### src/rtl/if_id_stage_if.sv
// Signal bundle between the fetch stage and its neighbours (hazard unit, EX
// redirect, instruction memory, ID decoder).
interface if_id_stage_if;
  logic        stall;
  logic        redirect;
  logic [31:0] redirect_pc;
  logic [31:0] imem_addr;
  logic [31:0] imem_rdata;
  logic [31:0] id_instr;
  logic [31:0] id_pc;
  logic [31:0] id_pc_plus4;
  logic        id_valid;
  logic        flush;
  logic        misalign;
  logic [31:0] fetch_count;

  // Surrounding pipeline / memory side.
  modport master (
    output stall, redirect, redirect_pc, imem_rdata,
    input  imem_addr, id_instr, id_pc, id_pc_plus4, id_valid, flush,
           misalign, fetch_count
  );

  // The fetch stage itself.
  modport slave (
    input  stall, redirect, redirect_pc, imem_rdata,
    output imem_addr, id_instr, id_pc, id_pc_plus4, id_valid, flush,
           misalign, fetch_count
  );
endinterface

### src/rtl/if_id_stage.sv
// RV32I instruction-fetch stage and IF/ID pipeline register with stall,
// redirect, sticky misalignment flag and a saturating fetch counter.
module if_id_stage #(
  parameter logic [31:0] PC_RESET  = 32'h0000_0000,
  parameter logic [31:0] NOP_INSTR = 32'h0000_0013
) (
  input logic           clk,
  input logic           Reset,
  if_id_stage_if.slave  bus
);

  logic [31:0] pc_reg,          pc_next;
  logic [31:0] id_instr_reg,    id_instr_next;
  logic [31:0] id_pc_reg,       id_pc_next;
  logic        id_valid_reg,    id_valid_next;
  logic        misalign_reg,    misalign_next;
  logic [31:0] fetch_count_reg, fetch_count_next;

  // Priority: redirect wins over stall, stall wins over advance.
  always_comb begin
    pc_next          = pc_reg;
    id_instr_next    = id_instr_reg;
    id_pc_next       = id_pc_reg;
    id_valid_next    = id_valid_reg;
    fetch_count_next = fetch_count_reg;
    misalign_next    = misalign_reg;

    if (bus.redirect) begin
      pc_next       = {bus.redirect_pc[31:2], 2'b00};
      id_instr_next = NOP_INSTR;
      id_pc_next    = 32'h0000_0000;
      id_valid_next = 1'b0;
      if (bus.redirect_pc[1:0] != 2'b00) begin
        misalign_next = 1'b1;
      end
    end else if (!bus.stall) begin
      pc_next       = pc_reg + 32'd4;
      id_instr_next = bus.imem_rdata;
      id_pc_next    = pc_reg;
      id_valid_next = 1'b1;
      if (fetch_count_reg != 32'hFFFF_FFFF) begin
        fetch_count_next = fetch_count_reg + 32'd1;
      end
    end
  end

  always_ff @(posedge clk or posedge Reset) begin
    if (Reset) begin
      pc_reg          <= PC_RESET;
      id_instr_reg    <= NOP_INSTR;
      id_pc_reg       <= 32'h0000_0000;
      id_valid_reg    <= 1'b0;
      misalign_reg    <= 1'b0;
      fetch_count_reg <= 32'h0000_0000;
    end else begin
      pc_reg          <= pc_next;
      id_instr_reg    <= id_instr_next;
      id_pc_reg       <= id_pc_next;
      id_valid_reg    <= id_valid_next;
      misalign_reg    <= misalign_next;
      fetch_count_reg <= fetch_count_next;
    end
  end

  assign bus.imem_addr   = pc_reg;
  assign bus.id_instr    = id_instr_reg;
  assign bus.id_pc       = id_pc_reg;
  assign bus.id_pc_plus4 = id_pc_reg + 32'd4;
  assign bus.id_valid    = id_valid_reg;
  // Redirect kills the wrong-path instruction in the same cycle.
  assign bus.flush       = bus.redirect | ~id_valid_reg;
  assign bus.misalign    = misalign_reg;
  assign bus.fetch_count = fetch_count_reg;

endmodule

### src/flat_wrapper.sv
// flat-port wrapper written by rule: the top's interface ports become plain ports
module if_id_stage_flat 
#(
  parameter logic [31:0] PC_RESET  = 32'h0000_0000,
  parameter logic [31:0] NOP_INSTR = 32'h0000_0013
)
  (clk, Reset, bus_stall, bus_redirect, bus_redirect_pc, bus_imem_rdata, bus_imem_addr, bus_id_instr, bus_id_pc, bus_id_pc_plus4, bus_id_valid, bus_flush, bus_misalign, bus_fetch_count);
  if_id_stage_if bus_i ();
  input logic clk;
  input logic Reset;
  input wire logic [$bits(bus_i.stall)-1:0] bus_stall;
  input wire logic [$bits(bus_i.redirect)-1:0] bus_redirect;
  input wire logic [$bits(bus_i.redirect_pc)-1:0] bus_redirect_pc;
  input wire logic [$bits(bus_i.imem_rdata)-1:0] bus_imem_rdata;
  output wire logic [$bits(bus_i.imem_addr)-1:0] bus_imem_addr;
  output wire logic [$bits(bus_i.id_instr)-1:0] bus_id_instr;
  output wire logic [$bits(bus_i.id_pc)-1:0] bus_id_pc;
  output wire logic [$bits(bus_i.id_pc_plus4)-1:0] bus_id_pc_plus4;
  output wire logic [$bits(bus_i.id_valid)-1:0] bus_id_valid;
  output wire logic [$bits(bus_i.flush)-1:0] bus_flush;
  output wire logic [$bits(bus_i.misalign)-1:0] bus_misalign;
  output wire logic [$bits(bus_i.fetch_count)-1:0] bus_fetch_count;
  assign bus_i.stall = bus_stall;
  assign bus_i.redirect = bus_redirect;
  assign bus_i.redirect_pc = bus_redirect_pc;
  assign bus_i.imem_rdata = bus_imem_rdata;
  assign bus_imem_addr = bus_i.imem_addr;
  assign bus_id_instr = bus_i.id_instr;
  assign bus_id_pc = bus_i.id_pc;
  assign bus_id_pc_plus4 = bus_i.id_pc_plus4;
  assign bus_id_valid = bus_i.id_valid;
  assign bus_flush = bus_i.flush;
  assign bus_misalign = bus_i.misalign;
  assign bus_fetch_count = bus_i.fetch_count;
  if_id_stage #(.PC_RESET(PC_RESET), .NOP_INSTR(NOP_INSTR)) u_core (.clk(clk), .Reset(Reset), .bus(bus_i));
endmodule
### config.mk
export PLATFORM = sky130hd
export DESIGN_NAME = if_id_stage_flat
export DESIGN_NICKNAME = d
export VERILOG_FILES = /design/src/rtl/if_id_stage_if.sv /design/src/rtl/if_id_stage.sv /design/src/flat_wrapper.sv
export SDC_FILE = /design/constraint.sdc
export NUM_CORES = 1
export LEC_CHECK = 0
export ABC_AREA = 1
export CAP_MARGIN = 5
export CORE_MARGIN = 2
export CORE_UTILIZATION = 39
export CTS_BUF_LIST = sky130_fd_sc_hd__clkbuf_8
export DETAILED_ROUTE_END_ITERATION = 16
export GPL_TIMING_DRIVEN = 0
export PLACE_DENSITY = 0.72
export SLEW_MARGIN = 20
export SYNTH_ARGS = -nofsm -noshare
export SYNTH_HDL_FRONTEND = slang
export SYNTH_SLANG_ARGS = --single-unit
export TNS_END_PERCENT = 50
### constraint.sdc
create_clock -name clk -period 3.8 [get_ports clk]
set_input_delay 0.76 -clock clk [delete_from_list [all_inputs] [get_ports clk]]
set_output_delay 0.76 -clock clk [all_outputs]
set_load 0.005 [all_outputs]
# Yosys cells after proc, flatten, opt, wreduce, memory -nomap -nowiden
# Index checks and enable logic that the tools add are counted.
# op_classes
n_addsub,3
eq_ne,2
mux,8
n_bitwise,4
reduce_logical,3
# ops
operator,count
$mux 32,6
$add 32x3->32 const B,2
$add 32x1->32 const B,1
$ne 32x32->1 const B,1
$not 1->1,3
$reduce_and 3->1,1
$mux 1,2
$ne 2x1->1 const B,1
$reduce_and 2->1,1
$reduce_bool 2->1,1
$or 1x1->1,1
# totals
register_bits,130
input_bits,68
elab_cells,26

# Longest topological paths before layout
# Gate-level depths: netlist of the first run.
# depth
ltp_word,3
depth_mapped,10
ltp_nobuf,10

# Least setup slack after synthesis of the first run
# Ideal clock, no wire load.
# synth_timing
kind,reg2out
start,reg u_core.id_pc_reg[2] (netlist: u_core.bus.id_pc[2])
end,out bus_id_pc_plus4[16]
t_arrival_ns,1.407
path_slack_ns,1.633
path_stages_with_launch,7
path_buffers,0
cell_sequence,dfrtp_1 -> ha_1 -> nand3_1 -> nor2_1 -> nand2_1 -> nor3_2 -> xor2_1
# synth_between
elab_chain_cells,1
# synth_rtl
element,line,rtl
"start, declared",if_id_stage.sv:14,"logic [31:0] id_pc_reg, id_pc_next;"
"start signal, assigned",if_id_stage.sv:58,id_pc_reg <= id_pc_next;
$add 32x3->32,if_id_stage.sv:68,assign bus.id_pc_plus4 = id_pc_reg + 32'd4;
"end, declared",flat_wrapper.sv:18,output wire logic [$bits(bus_i.id_pc_plus4)-1:0] bus_id_pc_plus4;
# Every way passes these cells.

# Final worst setup path of the first run
# Ends and elaborated chain as after synthesis.

==> metrics.md, run 1 <==
| Metric | Value |
|---|---|
| DR iter-0 viols | `515` |
| Die area | `20,080 µm²` |
| Most common flop cell mapped by yosys | `dfrtp_1` |
| DR vias | `7,564` |
| Critical Path Sink Type | `primary output` |
| Vias in the first global route | `7,238` |
| Synth cell types | `40` |
| Buf+Inv Stages, Crit Path | `1` |
| Routed WL | `between 20,000 and 25,000 µm` |
| Die Y-Extent | `141.7 µm` |
| DRT antenna net count | `0` |
| Max Clock Freq | `slightly below 300 MHz` |
| GRT Total Usage | `24.47%` |
| Setup TNS | `0 ns` |
| Nets | `approximately 1,300` |
| Type of origin of the critical path | `flip-flop` |
| RD Place Congestion | `0.9481` |
| Total gr overflow | `0` |
| Cell count after synthesis | `around 1,000` |
| Leakage | `4.653 nW` |
| Starting Density | `39.68%` |
| Clock Pin Slew Worst Setup and Hold Paths | `0.07 ns` |
| CTS tree | `built` |
| Final min period | `3.442 ns` |
| Worst EP arrival | `2.68 ns` |
| Post-synth EDFFs | `0` |
| PwrDens | `roughly 330 nW/µm²` |
| Cell Area, Synth | `7397 µm²` |
| Worst-skew pair later-pin latency | `0.45 ns` |
| Synthesis warning total | `0` |
| Top-area cell type share of the netlist area | `41.95%` |
| H-tree depth | `4` |
| Row cnt | `50` |
| Finished Layout Cells | `1,495` |
| Crit path cell chain | `ha_1 -> nand3_1 -> nor2_1 -> nand2_1 -> nor3_2 -> xor2_1 -> clkdlybuf4s50_1` |
| Top-Level Pins | `around 230` |
| Hold_buf cts | `0` |
| Final Setup Violations | `0` |
| Drt drc | `0` |
| CTS resizes | `0` |
| Drt via density | `5.060` |
| Pwr Total | `3.498 mW` |
| RSZ-0062 raised after global routing | `no` |
| Flop2flop setup slack | `2.04 ns` |
| Clock buffer depth | `2` |
| Worst Path Max Fanout | `5` |
| Share of layout cells above drive strength 1 | `6.825%` |
| DR WL/cell | `16.26 µm` |
| First-pass GRT wire length | `~38,000 µm` |
| Ranking of synthesized cells by area | `dfrtp_1 42%, nand2_1 17%, nor2_1 5.9%` |
| Mean post-synth cell area | `approximately 7.4 µm²` |
| Slowest-stage cell, CP | `clkdlybuf4s50_1` |
| Final Max Slew Viols | `0` |
| Post-DP HPWL | `19,140 µm` |
| Yosys reg bits | `127` |
| Req. time, crit path | `3.04 ns` |
| Router iterations before antenna repair | `5` |
| Crit path max-delay family | `simple AND/OR/NAND/NOR gates` |
| Sequential-to-total area share from yosys stat | `a little over two fifths` |
| Root Buffer | `clkbuf_8` |
| Clock sink total | `127` |
| Largest area contributor in the netlist | `dfrtp_1` |
| Rel. slew slack | `between 50% and 60%` |
| Fillers | `1,785` |
| Max_cap viols | `0` |
| Least-Margin Pin Slew | `just under 0.7 ns` |
| Num CTS Buffers | `17` |
| Fin Clk Skew | `0.009168 ns` |
| Largest net degree at the start of global routing | `34` |
| Max stage delay on crit path | `around 0.52 ns` |
| Status | `complete, no violations` |
| Worst VDD drop | `0.1740 mV` |
| Port buffer count | `227` |
| Initial antenna violation count | `1` |
| Core Region | `18,640 µm²` |
| # Post-CTS Setup Buffers | `0` |
| Ys async rst share | `100.0%` |
| Die X | `around 140 µm` |
| Min-delay worst type | `reg2reg` |
| Cells after DPL | `1,462` |
| Fin. Hold Viols | `0` |
| Final Cycle Share | `90.58%` |
| WS Path Type | `reg2out` |
| Layout area overhead | `41.27%` |
cell type report:
cell class / instances / area [µm²] / area share [%]
inverter: 101 / 382.9 / 3.664
buffer: 35 / 203.9 / 1.952
tap: 234 / 292.8 / 2.802
timing repair buffer: 231 / 2352 / 22.51
antenna: 1 / 2.502 / 0.02395
clock inverter: 14 / 150.1 / 1.437
sequential: 127 / 3182 / 30.45
clock buffer: 18 / 247.7 / 2.371
multi-input combinational: 734 / 3636 / 34.79
cell usage after synthesis, types with 20 or more instances:
library cell and number:
nor2_1 117, a22o_1 29, nand2_1 340, inv_1 97
nor3_1 23, o21ai_0 27, dfrtp_1 124, xor2_1 35
o22ai_1 20, nand3b_1 25, nand3_1 45
kinds of logic after synthesis:
group                    synth area share (%)
AND/OR/NAND/NOR                         34.08
adder cells (fa/ha/maj)                0.5075
XOR/XNOR                                4.973
AO/OA/AOI/OAI                           9.489
flip-flops                              43.01
buffers and inverters                   7.882
other                                 0.05070
power by group:
| group | leakage (nW) | switching, mW | internal, mW |
|---|---|---|---|
| sequential | 1.66 | 0.125 | 1.45 |
| clock | 0.206 | 0.554 | 0.653 |
| combinational | 2.79 | 0.337 | 0.381 |
placed cells by master (no fill, tap or decap), types with 3 or more instances in the layout:
master           count
inv_2                4
nand4_1             13
dfrtp_1            124
buf_4                5
nand2_1            340
o21ai_0             27
buf_6                5
bufinv_16            3
o2111ai_1            5
a22o_1              29
o21ai_1             10
o22a_1               3
clkbuf_1             4
nand3_1             45
nor2_2               3
buf_2               13
xor2_1              35
nor3_2               3
nand3b_1            25
nor3_1              23
clkbuf_8            18
nand2_2              5
nor2_4               5
o22ai_1             20
clkdlybuf4s50_1    227
inv_1               98
buf_1                8
ha_1                 3
xnor2_1              7
buf_12               4
dfstp_2              3
clkinv_2             6
nor2_1             117
clkinvlp_4           4
metal layers:
| metal | global-route usage, % | vias up | wire (µm) |
|---|---|---|---|
| met2 | 39.73 | 332 | 11070 |
| met5 | 0 | - | 0 |
| li1 | - | 3700 | - |
| met1 | 31.53 | 3484 | 10430 |
| met3 | 6.345 | 48 | 2089 |
| met4 | 9.211 | 0 | 727 |
final timing paths:
path                                                 from                    endpoint  cells after the start
worst max-delay path                  u_core.bus.id_pc[2]         bus_id_pc_plus4[16]                      7
worst min-delay path                  u_core.bus.misalign         u_core.bus.misalign                      1
worst max register to register  u_core.bus.fetch_count[0]  u_core.bus.fetch_count[12]                     10
worst min register to register        u_core.bus.misalign         u_core.bus.misalign                      1
max in group asynchronous                           Reset      u_core.bus.id_instr[1]                      4
min in group asynchronous                           Reset  u_core.bus.fetch_count[22]                      2
through the flow:
step	utilization, %	cell area (µm²)	worst slack [ns]	hold WS (ns)
6_report	56.05	10450	0.3581	0.4778
5_1_grt	56.04	10450	0.1960	0.4952
4_1_cts	56.04	10450	0.3099	0.4848
3_5_place_dp	53.91	10050	0.8169	0.4637
3_3_place_gp	53.48	9970	0.2139	0.4610
2_1_floorplan	-	7405	1.475	0.4678
Note: power is estimated with default switching activity, not from simulation.
==> run 2: changes to the inputs <==
- ABC_CLOCK_PERIOD_IN_PS: unset -> 3800
==> results of run 2 <==
No change in the layout: final DEF, timing and power equal those of run 1.
